--- src/rtl/johnson_seq_ctrl.sv ---
// Johnson ring sequencer: programmed runs, single steps, abort, pattern load with
// illegal-code detection. Outputs registered except phase, which decodes out.
module johnson_seq_ctrl #(
   parameter int WIDTH = 4,
   parameter int CNT_W = 8,
   localparam int PH_W = $clog2(2*WIDTH)
) (
   input  logic             clk,
   input  logic             rst_n,
   input  logic             start,
   input  logic [CNT_W-1:0] num_steps,
   input  logic             dir,
   input  logic             step,
   input  logic             stop,
   input  logic             load,
   input  logic [WIDTH-1:0] load_val,
   input  logic             clr_err,
   output logic [WIDTH-1:0] out,
   output logic [PH_W-1:0]  phase,
   output logic             busy,
   output logic             done,
   output logic             aborted,
   output logic             err
);

   typedef enum logic {IDLE, RUN} state_t;

   state_t           state;
   logic [CNT_W-1:0] remaining;
   logic             run_dir;
   logic [PH_W:0]    ones;

   function automatic logic [WIDTH-1:0] advance(input logic [WIDTH-1:0] v, input logic rev);
      if (rev)
         return {~v[0], v[WIDTH-1:1]};
      else
         return {v[WIDTH-2:0], ~v[WIDTH-1]};
   endfunction

   // Legal codes are a solid run of ones from the LSB, or the complement of one.
   function automatic logic is_legal(input logic [WIDTH-1:0] v);
      logic [WIDTH:0] m;
      logic           ok;
      ok = 1'b0;
      for (int k = 0; k <= WIDTH; k++) begin
         m = (WIDTH+1)'((1 << k) - 1);
         if ((v == m[WIDTH-1:0]) || (~v == m[WIDTH-1:0]))
            ok = 1'b1;
      end
      return ok;
   endfunction

   always_comb begin
      ones = '0;
      for (int i = 0; i < WIDTH; i++)
         ones = ones + (PH_W+1)'(out[i]);
      if (out[WIDTH-1])
         phase = PH_W'((PH_W+1)'(2*WIDTH) - ones);
      else
         phase = PH_W'(ones);
   end

   always_ff @(posedge clk or negedge rst_n) begin
      if (!rst_n) begin
         state     <= IDLE;
         out       <= '0;
         remaining <= '0;
         run_dir   <= 1'b0;
         busy      <= 1'b0;
         done      <= 1'b0;
         aborted   <= 1'b0;
         err       <= 1'b0;
      end else begin
         done    <= 1'b0;
         aborted <= 1'b0;
         if (clr_err)
            err <= 1'b0;

         case (state)
            IDLE: begin
               if (load) begin
                  if (is_legal(load_val)) begin
                     out <= load_val;
                  end else begin
                     out <= '0;
                     err <= 1'b1;
                  end
               end else if (start) begin
                  if (num_steps != '0) begin
                     remaining <= num_steps;
                     run_dir   <= dir;
                     busy      <= 1'b1;
                     state     <= RUN;
                  end else begin
                     done <= 1'b1;
                  end
               end else if (step) begin
                  out <= advance(out, dir);
               end
            end

            RUN: begin
               // An abort outranks the advance, including on the final step.
               if (stop) begin
                  busy    <= 1'b0;
                  aborted <= 1'b1;
                  state   <= IDLE;
               end else begin
                  out       <= advance(out, run_dir);
                  remaining <= remaining - CNT_W'(1);
                  if (remaining == CNT_W'(1)) begin
                     busy  <= 1'b0;
                     done  <= 1'b1;
                     state <= IDLE;
                  end
               end
            end

            default: state <= IDLE;
         endcase
      end
   end

endmodule

--- config.mk ---
export PLATFORM = sky130hd
export DESIGN_NAME = johnson_seq_ctrl
export DESIGN_NICKNAME = d
export VERILOG_FILES = /design/src/rtl/johnson_seq_ctrl.sv
export SDC_FILE = /design/constraint.sdc
export NUM_CORES = 1
export LEC_CHECK = 0
export CAP_MARGIN = 20
export CORE_ASPECT_RATIO = 0.5
export CORE_MARGIN = 2
export CORE_UTILIZATION = 45
export DETAILED_ROUTE_END_ITERATION = 10
export HOLD_SLACK_MARGIN = 0.06
export PLACE_DENSITY = 0.73
export SLEW_MARGIN = 30
export SYNTH_ARGS = -nofsm -noshare
export SYNTH_HDL_FRONTEND = slang
export SYNTH_SLANG_ARGS = --single-unit
--- constraint.sdc ---
create_clock -name clk -period 3.8 [get_ports clk]
set_input_delay 0.95 -clock clk [delete_from_list [all_inputs] [get_ports clk]]
set_output_delay 0.95 -clock clk [all_outputs]
set_load 0.005 [all_outputs]
[After elaboration in Yosys (flattened, before gate mapping)]
Index checks and enable logic that the tools add are counted.
Storage, ports and cells
  bits in registers: 18
  input bits: 20
  output and inout bits: 11
  logic and storage cells: 91
Operators by class
  $add $sub $neg: 5
  eq/ne operators: 16
  multiplexer cells: 45
  bitwise operators: 5
  reduce and logical (&&, ||, !) cells: 12
Operator list (count)
  8-bit 2-to-1 mux: 4
  1-bit 2-to-1 mux: 28
  4-bit 2-to-1 mux: 7
  8-bit one-hot mux with 2 select lines: 1
  4-bit AND reduction: 3
  4-bit by 1-bit equality test with 1-bit output (second input constant): 2
  4-bit by 2-bit equality test with 1-bit output (second input constant): 2
  4-bit by 3-bit equality test with 1-bit output (second input constant): 2
  4-bit equality test (second input constant): 2
  8-bit by 1-bit equality test with 1-bit output (second input constant): 1
  4-bit logical NOT: 2
  2-bit != test (second input constant): 4
  4-bit one-hot mux with 2 select lines: 1
  8-bit nonzero test: 1
  8-bit by 1-bit subtractor with 8-bit output (second input constant): 1
  3-bit != test (second input constant): 2
  1-bit one-hot mux with 2 select lines: 3
  1-bit logical OR: 5
  1-bit inverter: 4
  4-bit inverter: 1
  2-bit by 1-bit adder with 3-bit output: 1
  3-bit by 1-bit adder with 3-bit output: 1
  3-bit 2-to-1 mux: 1
  3-bit by 2-bit != test with 1-bit output (second input constant): 1
  3 further kinds: 3

[Logic depth before layout (Yosys ltp)]
  word-level depth: 13
  gate-level depth with buffers: 10
  depth with buffers taken out: 9

[Least setup slack after synthesis]
No wires, ideal clock.
  kind: register to output
  start: register out[3]
  end: output port phase[2]
  arrival: 2.078 ns
  slack: 0.772 ns
  cell stages (with the launch flop): 11
  buffers on the path: 1
  path through: dfrtp_1 > clkbuf_1 > inv_1 > fa_1 > inv_1 > ha_1 > ha_1 > inv_1 > ha_1 > nand2b_1 > xnor2_1
Between the ends
  word-level cells in the longest chain between the ends: 3
RTL lines
  start, declared: RTL line 18  | output logic [WIDTH-1:0] out,
  start signal, assigned: RTL line 83  | out <= load_val;
  start signal, assigned: RTL line 98  | out <= advance(out, dir);
  start signal, assigned: RTL line 109  | out <= advance(out, run_dir);
  3-bit by 1-bit adder with 3-bit output: RTL line 56  | ones = ones + (PH_W+1)'(out[i]);
  1-bit by 3-bit subtractor with 3-bit output: RTL line 58  | phase = PH_W'((PH_W+1)'(2*WIDTH) - ones);
  3-bit 2-to-1 mux (*): RTL line 57  | if (out[WIDTH-1])
  end, declared: RTL line 19  | output logic [PH_W-1:0] phase,
Mark *: on every way between the ends. The rest lies on a longest branch, timed or not.

[Worst setup path in the final report]
  start: register out[0]
  end: output port phase[1]
Between the ends
  word-level cells in the longest chain between the ends: 5
RTL lines (RTL line)
  1-bit by 1-bit adder with 2-bit output (*): 56
  2-bit by 1-bit adder with 3-bit output (*): 56
  3-bit by 1-bit adder with 3-bit output (*): 56
  1-bit by 3-bit subtractor with 3-bit output: 58
  3-bit 2-to-1 mux (*): 57
Marked as above.

==> flow_summary.yaml <==
floorplan:
  fp.dieH_um: 42.1
  fp.coreArea_um2: 2670
  die_area_um2: 3370
  placementRows: 13
  fp.dieW_um: 80.2
  start_util: 0.489
  boundaryPins: 31
critical_path:
  crit_path_end_kind: "primary output"
  cp.arrival_ns: 2.67
  crit_required_ns: 2.85
  r2r-end: "remaining[0]"
  r2r.worst_path.cells: 4
  worstSetupStartpointType: "register"
  r2r_slack_ns: 1.72
  critPathKind: "reg2out"
  r2r_start: "state"
  path_max_fanout: 5
timing:
  finalHoldViolCount: 0
  rsz0062_at_grt: "no"
  setup_tns_ns: 0
  slew_viol_final: 0
  worstMarginPinSlew_ns: 0.820
  period_share: 0.953
  fmaxAchievable_mhz: 276
  slew_headroom: 0.452
  finalClockSkew_ns: 0.00209
  final-setup-viol-count: 0
  min_period_ns: 3.62
placed_design:
  dpl.cell_count: 209
  dp_hpwl_um: 2410
  gp_congestion: 0.845
  io_buffers: 30
synthesis:
  yosys_most_used_dff: "dfrtp_1"
  ys_async_sr_fraction: 1.00
  synth_cells: 149
  netlist.area_leader.share: 0.345
  synth_area_per_cell_um2: 8.76
  yosysSeqAreaShare: 0.345
  yosysWarningCount: 0
  ys_types: 40
  synth_edf_count: 0
  syn-num-nets: 175
  synth_area_um2: 1310
  ys_ff_latch: 18
  synth.area.top_cells: "dfrtp_1 (35%), o21ai_0 (5.8%), mux2i_1 (5.4%), nand2_1 (4.9%), ha_1 (4.8%)"
  synth_top_cell_by_area: "dfrtp_1"
route:
  viasPerCell: 5.71
  drt-initial-drc-count: 49
  firstDrtPassIters: 4
  vias: 1238
  totalWireLength_um: 3180
  wire_per_inst_um: 14.7
  drc: 0
  ant_nets: 0
final_layout:
  regArea_um2: 453
  n_antenna_cell: 0
  final_cell_mix: "clkdlybuf4s50_1 (29), nand2_1 (17), dfrtp_1 (16)"
  syn2layout_area_growth_pct: 29.4
  fin_cells: 217
  nets: 207
  final_common_cell: "clkdlybuf4s50_1"
  final_layout_size_suffix_gt1_frac: 0.0889
  multiInputGateArea_um2: 746
  n_fill_cell: 230
clock_network:
  clock_tree.root_cell: "clkbuf_8"
  htreeDepth: 1
  clkSlewWorstSetupHoldPaths_ns: 0.07
  cts_tree: "yes"
  insertion_delay_ns: 0.26
  cts_hold_buf: 0
  numClockSinks: 18
  clockBufferDepth: 2
  cts_buffers: 3
global_route:
  grt_pass1_vias: 1129
  grt_pass1_wl_um: 5320
  grt_max_degree: 21
  overflow: 0
  track_usage: 0.199
  antenna_found_initial: 0
pwr:
  power_density_nw_per_um2: 606
  ir_drop_v: 0.000438
  p_leak_nw: 0.752
hold_path:
  min-delay-start: "busy"
  holdCritPathClass: "reg2reg"
  holdPathEnd: "busy"
  holdPathStages: 1
flow_run:
  cap_viol_max_count: 0
status:
  status: "complete, no violations"
sequential cells by signal, summed over array words and instances (netlist names):
register / cells
err: 1
run_dir: 1
aborted: 1
remaining: 8
busy: 1
state: 1
out: 4
done: 1
per-stage QoR:
| stage | setup slack, ns | utilization | cell area [um^2] | power [W] | hold slack, ns |
|---|---|---|---|---|---|
| after floorplan | 0.772 | - | 1310 | 0.000629 | 0.488 |
| after global placement | 0.390 | 0.599 | 1600 | 0.000821 | 0.478 |
| after detailed placement | 0.287 | 0.599 | 1600 | 0.000849 | 0.490 |
| after CTS | 0.00987 | 0.621 | 1660 | 0.00101 | 0.507 |
| after global routing | 0.0174 | 0.633 | 1690 | 0.00112 | 0.516 |
| final | 0.180 | 0.633 | 1690 | 0.00102 | 0.501 |
worst max-delay path, cell delays in order (launching register included):
cell and delay, ns:
dfrtp_2 0.39, inv_1 0.08, fa_1 0.54, inv_1 0.04
ha_1 0.17, ha_1 0.27, inv_1 0.04, ha_1 0.26
nand2_1 0.04, o21ai_0 0.06, clkdlybuf4s50_1 0.51
power breakdown:
part	switching [W]	total, W	internal [W]
Combinational	0.000224	0.000522	0.000298
Clock	0.0000677	0.000160	0.0000921
Sequential	0.0000891	0.000341	0.000252
worst max path at each step:
| stage | cells after the start | from | endpoint | slack (ns) |
|---|---|---|---|---|
| 3_3_place_gp | 10 | out[3] | phase[2] | 0.39 |
| 5_1_grt | 10 | out[0] | phase[1] | 0.02 |
| 4_1_cts | 10 | out[0] | phase[2] | 0.01 |
| 6_report | 10 | out[0] | phase[1] | 0.18 |
| 2_1_floorplan | 10 | out[3] | phase[2] | 0.77 |
| 3_5_place_dp | 10 | out[3] | phase[2] | 0.29 |
layout make-up:
| class | instances | share of cell area |
|---|---|---|
| inverters | 15 | 0.0333 |
| repair buffers | 34 | 0.197 |
| well taps | 37 | 0.0274 |
| clock buffers | 4 | 0.0326 |
| multi-input cells | 109 | 0.441 |
| flip-flops and latches | 18 | 0.268 |
cell families (layout without fill, tap and decap cells):
logic type	Yosys count	in the layout	share of synthesized area
DFF	18	18	0.345
buffers and inverters	22	53	0.0834
and+or+nand+nor	48	48	0.201
AOI/OAI and AO/OA	46	46	0.238
xor gates and xnor gates	1	1	0.00671
muxes	8	8	0.0623
adders and majority gates	6	6	0.0633
synthesized netlist by cell type, types with 2 or more instances:
library cell and count:
nand2b_1 3, o211a_1 4, nor4_1 3, o22ai_1 2, dfrtp_1 18, inv_1 15
a221o_1 2, ha_1 5, nor2_1 14, nand2_1 17, mux2i_1 7, a32oi_1 4
clkbuf_1 2, buf_6 3, a222oi_1 3, a21oi_1 9, o21ai_0 15
per-layer routing:
metal / vias to the layer above / track usage / part of all wire
met1: 585 / 0.266 / 0.45
met2: 49 / 0.323 / 0.47
met5: - / 0 / 0
met4: 0 / 0.0576 / 0.0097
li1: 600 / - / -
met3: 4 / 0.0453 / 0.066
timing repair:
item | in CTS | in global routing
setup buffers | 0 | 4
resized for setup | 1 | 2
gates cloned | 0 | 0
endpoints found under the setup margin | 1 | 2
Power figures use the tool's default switching activity.
